--- config.mk ---
export PLATFORM = sky130hd
export DESIGN_NAME = bps_label_assigner
export DESIGN_NICKNAME = d
export VERILOG_FILES = /design/src/rtl/bps_label_assigner.sv
export SDC_FILE = /design/constraint.sdc
export NUM_CORES = 2
export LEC_CHECK = 0
export CAP_MARGIN = 20
export CORE_AREA = 2 2 269 271
export CTS_BUF_LIST = sky130_fd_sc_hd__clkbuf_2
export DETAILED_ROUTE_END_ITERATION = 8
export DIE_AREA = 0 0 271 273
export DONT_BUFFER_PORTS = 1
export PLACE_DENSITY_LB_ADDON = 0.08
export SYNTH_ARGS = -nofsm -noshare
export SYNTH_HDL_FRONTEND = slang
export SYNTH_SLANG_ARGS = --single-unit
export TNS_END_PERCENT = 5
--- constraint.sdc ---
create_clock -name clk -period 77.6 [get_ports clk]
set_input_delay 15.52 -clock clk [delete_from_list [all_inputs] [get_ports clk]]
set_output_delay 15.52 -clock clk [all_outputs]
set_load 0.01 [all_outputs]
--- src/rtl/bps_label_assigner.sv ---
// Final BP stage: per pixel argmin over data cost plus four messages; eight labels
// per 64-bit word are stored to host memory. Optional feature: BPS_ASSIGNER_ENERGY_EN.
module bps_label_assigner #(
  parameter int LABELS        = 16,
  parameter int MESSAGE_WIDTH = 6,
  parameter int DATA_WIDTH    = 8,
  parameter int FIELD_WIDTH   = 128,
  parameter int FIELD_HEIGHT  = 128,
  parameter int FIFO_DEPTH    = 4
) (
  input  logic                            clk,
  input  logic                            rst,
  input  logic                            start,
  input  logic [47:0]                     assign_base,
  input  logic                            in_push,
  input  logic [LABELS*DATA_WIDTH-1:0]    in_data,
  input  logic [LABELS*MESSAGE_WIDTH-1:0] in_h_fwd,
  input  logic [LABELS*MESSAGE_WIDTH-1:0] in_h_bwd,
  input  logic [LABELS*MESSAGE_WIDTH-1:0] in_v_fwd,
  input  logic [LABELS*MESSAGE_WIDTH-1:0] in_v_bwd,
  output logic                            in_stall,
  output logic                            mc_req_st,
  output logic [47:0]                     mc_req_vadr,
  output logic [63:0]                     mc_req_wrd_rdctl,
  input  logic                            mc_req_stall,
  output logic                            busy,
  output logic                            done
`ifdef BPS_ASSIGNER_ENERGY_EN
  ,
  output logic [31:0]                     energy
`endif
);
  localparam int N     = FIELD_WIDTH * FIELD_HEIGHT;
  localparam int WORDS = N / 8;
  localparam int CW    = DATA_WIDTH + 3;
  localparam int PCW   = $clog2(N + 1);
  localparam int WCW   = (WORDS > 1) ? $clog2(WORDS) : 1;
  localparam int PW    = (FIFO_DEPTH > 1) ? $clog2(FIFO_DEPTH) : 1;
  localparam int FCW   = $clog2(FIFO_DEPTH + 1);

  localparam logic [PCW-1:0] N_L       = PCW'(N);
  localparam logic [WCW-1:0] LAST_W    = WCW'(WORDS - 1);
  localparam logic [PW-1:0]  LAST_PTR  = PW'(FIFO_DEPTH - 1);
  localparam logic [FCW-1:0] STALL_LVL = FCW'(FIFO_DEPTH - 1);

  typedef enum logic [1:0] {IDLE, RUN, DRAIN, DONE} state_t;

  function automatic logic [CW-1:0] cost_sum(input logic [DATA_WIDTH-1:0]    d,
                                             input logic [MESSAGE_WIDTH-1:0] a,
                                             input logic [MESSAGE_WIDTH-1:0] b,
                                             input logic [MESSAGE_WIDTH-1:0] c,
                                             input logic [MESSAGE_WIDTH-1:0] e);
    return CW'(d) + CW'(a) + CW'(b) + CW'(c) + CW'(e);
  endfunction

  function automatic logic [PW-1:0] ptr_inc(input logic [PW-1:0] p);
    return (p == LAST_PTR) ? '0 : p + 1'b1;
  endfunction

`ifdef BPS_ASSIGNER_ENERGY_EN
  function automatic logic [31:0] sat_add32(input logic [31:0] acc, input logic [CW-1:0] x);
    logic [32:0] s;
    s = {1'b0, acc} + 33'(x);
    return s[32] ? '1 : s[31:0];
  endfunction
`endif

  state_t          state;
  logic [47:0]     assign_lat;
  logic [PCW-1:0]  pixel_count;
  logic [PCW-1:0]  pack_count;
  logic [WCW-1:0]  word_count;

  logic [CW-1:0]   cost_p1 [LABELS];
  logic            vld_p1;
  logic [63:0]     pack_p2;
  logic [2:0]      lane_p2;
  logic            vld_p2;

  logic [63:0]     fifo_mem [FIFO_DEPTH];
  logic [PW-1:0]   wr_ptr;
  logic [PW-1:0]   rd_ptr;
  logic [FCW-1:0]  fifo_count;

  logic            accept;
  logic            store_acc;
  logic            fifo_push;
  logic            fifo_pop;
  logic            drain_done;
  logic [FCW-1:0]  fifo_count_nxt;
  logic [PCW-1:0]  pixel_count_nxt;
  logic [CW-1:0]   min_cost;
  logic [7:0]      min_label;
  logic [63:0]     packed_word;

  always_comb begin
    accept          = (state == RUN) && in_push && !in_stall && (pixel_count < N_L);
    store_acc       = mc_req_st && !mc_req_stall;
    fifo_push       = vld_p2;
    fifo_pop        = (fifo_count != '0) && (!mc_req_st || !mc_req_stall);
    fifo_count_nxt  = fifo_count + FCW'(fifo_push) - FCW'(fifo_pop);
    pixel_count_nxt = pixel_count + PCW'(accept);
    drain_done      = (fifo_count == '0) && !vld_p1 && !vld_p2 && (!mc_req_st || store_acc);
  end

  // Argmin with strict compare so the lowest label index wins ties
  always_comb begin
    min_cost  = cost_p1[0];
    min_label = '0;
    for (int i = 1; i < LABELS; i++) begin
      if (cost_p1[i] < min_cost) begin
        min_cost  = cost_p1[i];
        min_label = 8'(i);
      end
    end
    packed_word = pack_p2;
    packed_word[{lane_p2, 3'b000} +: 8] = min_label;
  end

  // Stage 1: cost sums; stage 2: argmin packed into lane; stage 3: word into FIFO
  always_ff @(posedge clk) begin
    if (accept) begin
      for (int i = 0; i < LABELS; i++) begin
        cost_p1[i] <= cost_sum(in_data[i*DATA_WIDTH +: DATA_WIDTH],
                               in_h_fwd[i*MESSAGE_WIDTH +: MESSAGE_WIDTH],
                               in_h_bwd[i*MESSAGE_WIDTH +: MESSAGE_WIDTH],
                               in_v_fwd[i*MESSAGE_WIDTH +: MESSAGE_WIDTH],
                               in_v_bwd[i*MESSAGE_WIDTH +: MESSAGE_WIDTH]);
      end
    end
    if (vld_p1) pack_p2 <= packed_word;
    if (fifo_push) fifo_mem[wr_ptr] <= pack_p2;
  end

  always_ff @(posedge clk) begin
    if (rst) begin
      state            <= IDLE;
      in_stall         <= 1'b1;
      busy             <= 1'b0;
      done             <= 1'b0;
      mc_req_st        <= 1'b0;
      mc_req_vadr      <= '0;
      mc_req_wrd_rdctl <= '0;
      assign_lat       <= '0;
      pixel_count      <= '0;
      pack_count       <= '0;
      word_count       <= '0;
      lane_p2          <= '0;
      vld_p1           <= 1'b0;
      vld_p2           <= 1'b0;
      wr_ptr           <= '0;
      rd_ptr           <= '0;
      fifo_count       <= '0;
    end else begin
      vld_p1 <= accept;
      if (accept) pixel_count <= pixel_count_nxt;
      if (vld_p1) begin
        lane_p2    <= lane_p2 + 3'd1;
        pack_count <= pack_count + 1'b1;
      end
      vld_p2 <= vld_p1 && (lane_p2 == 3'd7);

      if (fifo_push) wr_ptr <= ptr_inc(wr_ptr);
      if (fifo_pop)  rd_ptr <= ptr_inc(rd_ptr);
      fifo_count <= fifo_count_nxt;

      // Output register reloads only when empty or its word is being accepted
      if (fifo_pop) begin
        mc_req_st        <= 1'b1;
        mc_req_vadr      <= assign_lat + 48'({word_count, 3'b000});
        mc_req_wrd_rdctl <= fifo_mem[rd_ptr];
        word_count       <= (word_count == LAST_W) ? '0 : word_count + 1'b1;
      end else if (store_acc) begin
        mc_req_st <= 1'b0;
      end

      done <= 1'b0;
      case (state)
        IDLE: begin
          if (start) begin
            state       <= RUN;
            busy        <= 1'b1;
            in_stall    <= 1'b0;
            assign_lat  <= assign_base;
            pixel_count <= '0;
            pack_count  <= '0;
            word_count  <= '0;
            lane_p2     <= '0;
            vld_p1      <= 1'b0;
            vld_p2      <= 1'b0;
            wr_ptr      <= '0;
            rd_ptr      <= '0;
            fifo_count  <= '0;
          end
        end
        RUN: begin
          in_stall <= (fifo_count_nxt >= STALL_LVL) || (pixel_count_nxt == N_L);
          if (vld_p1 && (pack_count == N_L - 1'b1)) state <= DRAIN;
        end
        DRAIN: begin
          if (drain_done) begin
            state <= DONE;
            busy  <= 1'b0;
            done  <= 1'b1;
          end
        end
        DONE: state <= IDLE;
        default: state <= IDLE;
      endcase
    end
  end

`ifdef BPS_ASSIGNER_ENERGY_EN
  always_ff @(posedge clk) begin
    if (rst) energy <= '0;
    else if (state == IDLE && start) energy <= '0;
    else if (vld_p1) energy <= sat_add32(energy, min_cost);
  end
`endif

endmodule

==> results.md <==
* Peak supply drop at 42.8 uV
* CTS tree: built
* Critical path's top delay family: compound AO/OA/AOI/OAI gates
* Total gr overflow at 0
* Seq/Total Area, Yosys at 0.369
* Setup Fix Bufs, Post-CTS at 0
* Worst setup path class: reg -> reg
* Yosys warning count at 0
* Max cap viols at 0
* Max-slew violation count at 0
* Cts repair resizes at 0
* Area delta synth->final at 5.75%
* Die area at 74000 sq um
* Storage cell area at 13400 sq um
* GRT Total Usage at 0.249
* Share of cells above drive strength 1 at 0.0964
* Final TNS setup at 0 ps
* Reg2reg path depth at 139
* IO Port Bufs at 0
* Hold Vio Cnt, Final at 0
* Critical path's largest stage delay at 850 ps
* Routed WL at 91600 microns
* Worst min-delay path category: reg -> reg
* WP buf/inv at 7
* Vias in the first global route at 26300
* Gpl congestion at 0.946
* Worst Path Required at 78680 ps
* Syn Std Cell Area at 36200 sq um
* Final ANT Viol Nets at 0
* Post-layout util at 0.539
* Worst-Skew Late Latency at 1330 ps
* Reg2reg start: cost_p1[0][19]$_DFFE_PP_
* Asr flop ratio synth at 0
* Worst Hold Depth at 0
* I/O pins at 681
* Crit-path slowest cell: nor2_1
* FF-to-FF setup slack at 44240 ps
* Cells after Synth at 3346
* # fillers at 6349
* Die Height at 273 microns
* Htree depth at 4
* Root Driver: clkbuf_2
* Largest net degree at the start of global routing at 137
* Worst setup EP type: flip-flop
* Cell repeated most along the worst path: ha_1
* Initial antenna violation count at 4
* Initial core utilization at 0.510
* Post-synth EDFFs at 320
* Syn_area_per_cell at 10.8 sq um
* CP endpoint: pack_p2[19]$_DFFE_PP_
* Unique cell type count in the Yosys netlist at 93
* Min cycle time layout at 33360 ps
* Setup-failing EPs final at 0
* First-pass GRT wire length at 143000 microns
* Static Leakage at 15.4 nW
* Vias at 25100
* Multi-input gate area at 21200 sq um
* Outcome: complete, no violations
* Cells after DPL at 4217
* Final hold slack at 418 ps
* Pwr Density at 49.8 nW/um^2
* Worst path depth at 139
* Post-Layout Cell Count at 4460
* Post-synth top flop: edfxtp_1
* Total CTS buffers at 133
* Critical Path Start Type: flip-flop
* RSZ-0062 raised after global routing: false
* Reg clk slew, reported paths at 120 ps
* Clock tree buffer depth at 3
* Sink Count at 507
* DRC viols at 0
* FMAX at 0.0300 GHz
* Worst Tran Pin Value at 1020 ps
* DRT Pass-1 Iters at 5
* Worst slew margin at 0.314
* CP Max Fanout at 19
* Die W at 271 microns
* Final HPWL DP at 74200 microns
* WL per Instance at 20.5 microns
* Core region area at 71000 sq um
* Clock skew at 126 ps
* #FFs+latches synth at 507
* Critical Path AT at 34440 ps
* Power, Total at 1.91 mW
* FP Rows at 98
* Fin nets at 4588
* CP startpoint: cost_p1[0][19]$_DFFE_PP_
* R2R Path End: pack_p2[19]$_DFFE_PP_
* Initial DRC count at 1342
* Fin crit share at 0.430
* Vias/cell at 5.62
* Hold-fix buffers, CTS at 0
-- cell type report --
type | instances | share of cell area
diodes | 4 | 0.000261
clock buffers | 195 | 0.0255
clock inverters | 41 | 0.00713
inverters | 313 | 0.0307
multi-input cells | 2434 | 0.553
flip-flops and latches | 507 | 0.349
well taps | 950 | 0.0311
repair buffers | 16 | 0.00301
-- worst min-delay path by stage --
stage,from,to,slack (ps)
2_1_floorplan,assign_lat[0]$_SDFFE_PP0P_,mc_req_vadr[0]$_SDFFE_PP0P_,430
3_3_place_gp,assign_lat[2]$_SDFFE_PP0P_,mc_req_vadr[2]$_SDFFE_PP0P_,440
3_5_place_dp,assign_lat[12]$_SDFFE_PP0P_,assign_lat[12]$_SDFFE_PP0P_,450
4_1_cts,pack_p2[19]$_DFFE_PP_,fifo_mem[0][19]$_DFFE_PP_,400
5_1_grt,pack_p2[19]$_DFFE_PP_,fifo_mem[3][19]$_DFFE_PP_,440
6_report,pack_p2[19]$_DFFE_PP_,fifo_mem[3][19]$_DFFE_PP_,420
-- worst reg2reg max path, delay by kind of cell, from the launching register on --
family	cells	cell delay (ps)
AOI/OAI and AO/OA	66	16500
and+or+nand+nor	40	6860
adders and majority gates	16	5010
muxes	10	2890
buffers and inverters	7	1510
DFF	1	400
-- state kept, by name, summed over array words and instances, names as in the netlist, 2 cells and up --
name / count
cost_p1: 160
fifo_mem: 128
assign_lat: 48
mc_req_vadr: 48
mc_req_wrd_rdctl: 32
pack_p2: 32
pack_count: 15
pixel_count: 15
word_count: 11
fifo_count: 3
lane_p2: 3
rd_ptr: 2
state: 2
wr_ptr: 2
-- metal layers --
| layer | global-route usage | routed length (microns) |
|---|---|---|
| met1 | 0.308 | 37800 |
| met2 | 0.429 | 45900 |
| met3 | 0.0535 | 5260 |
| met4 | 0.0907 | 2640 |
| met5 | 0 | 0 |
-- power by group --
| part | switching [mW] | total, mW | leakage, nW | internal [mW] |
|---|---|---|---|---|
| registers | 0.0380 | 0.381 | 4.36 | 0.343 |
| logic | 0.796 | 1.34 | 10.1 | 0.541 |
| clock network | 0.118 | 0.189 | 0.945 | 0.0712 |
| total | 0.952 | 1.91 | 15.4 | 0.956 |
-- cell families after synthesis --
family / after synthesis / synth area share
compound gates: 756 / 0.135
xor+xnor: 159 / 0.0385
fa+ha+maj: 621 / 0.271
buf+inv: 436 / 0.0495
flops: 507 / 0.369
mux: 94 / 0.0383
other cells: 1 / 0.000104
simple gates: 772 / 0.0983
-- stage by stage --
stage          setup slack [ps]  instance area, sq um
2_1_floorplan             48230                 36300
3_3_place_gp              44880                 37000
3_5_place_dp              43980                 37000
4_1_cts                   43940                 38300
5_1_grt                   40860                 38300
6_report                  44240                 38300
-- cell usage in the layout (no fill, tap or decap), drive strengths merged, types with 12 or more instances in the layout --
cell,n
ha,344
edfxtp,320
inv,320
nand2,305
a21oi,282
fa,274
nor2,201
clkbuf,195
dfxtp,187
o21ai,103
xnor2,95
xor2,64
a21o,56
o21bai,49
a211oi,44
nand3,42
or3,34
mux2,34
o21a,33
a31oi,33
clkinv,33
mux4,32
conb,32
nor3,31
o211ai,28
mux2i,28
nand4,27
and3,27
nor2b,23
and2,19
buf,16
nand2b,14
nor4,12
a2111oi,12
-- synth_stat cells, types with 8 or more instances --
library cell  count  share of area
a2111oi_0        10         0.0024
a211oi_1         42         0.0087
a21o_1           56          0.012
a21oi_1         282          0.039
a22oi_1          11         0.0023
a311oi_1          8         0.0019
a31oi_1          32         0.0055
a32oi_1          10         0.0024
and2_1           18         0.0031
and3_1           26         0.0045
and4_1            9         0.0022
buf_1             8        0.00083
buf_4            33         0.0068
clkbuf_1         73         0.0076
dfxtp_1         187           0.10
edfxtp_1        320           0.27
fa_1            274           0.15
ha_1            344           0.12
inv_1           311          0.032
mux2_2           33          0.010
mux2i_1          28         0.0077
mux4_2           32          0.020
nand2_1         305          0.032
nand2b_1         14         0.0024
nand3_1          42         0.0058
nand4_1          27         0.0047
nor2_1          201          0.021
nor2b_1          23         0.0040
nor3_1           31         0.0043
nor4_1           12         0.0021
o211ai_1         28         0.0058
o21a_1           33         0.0068
o21ai_0          97          0.013
o21bai_1         49          0.010
o22ai_1           9         0.0016
or2_2             8         0.0014
or3_1            34         0.0059
xnor2_1          95          0.023
xor2_1           64          0.015
Note: power is estimated with default switching activity, not from simulation.
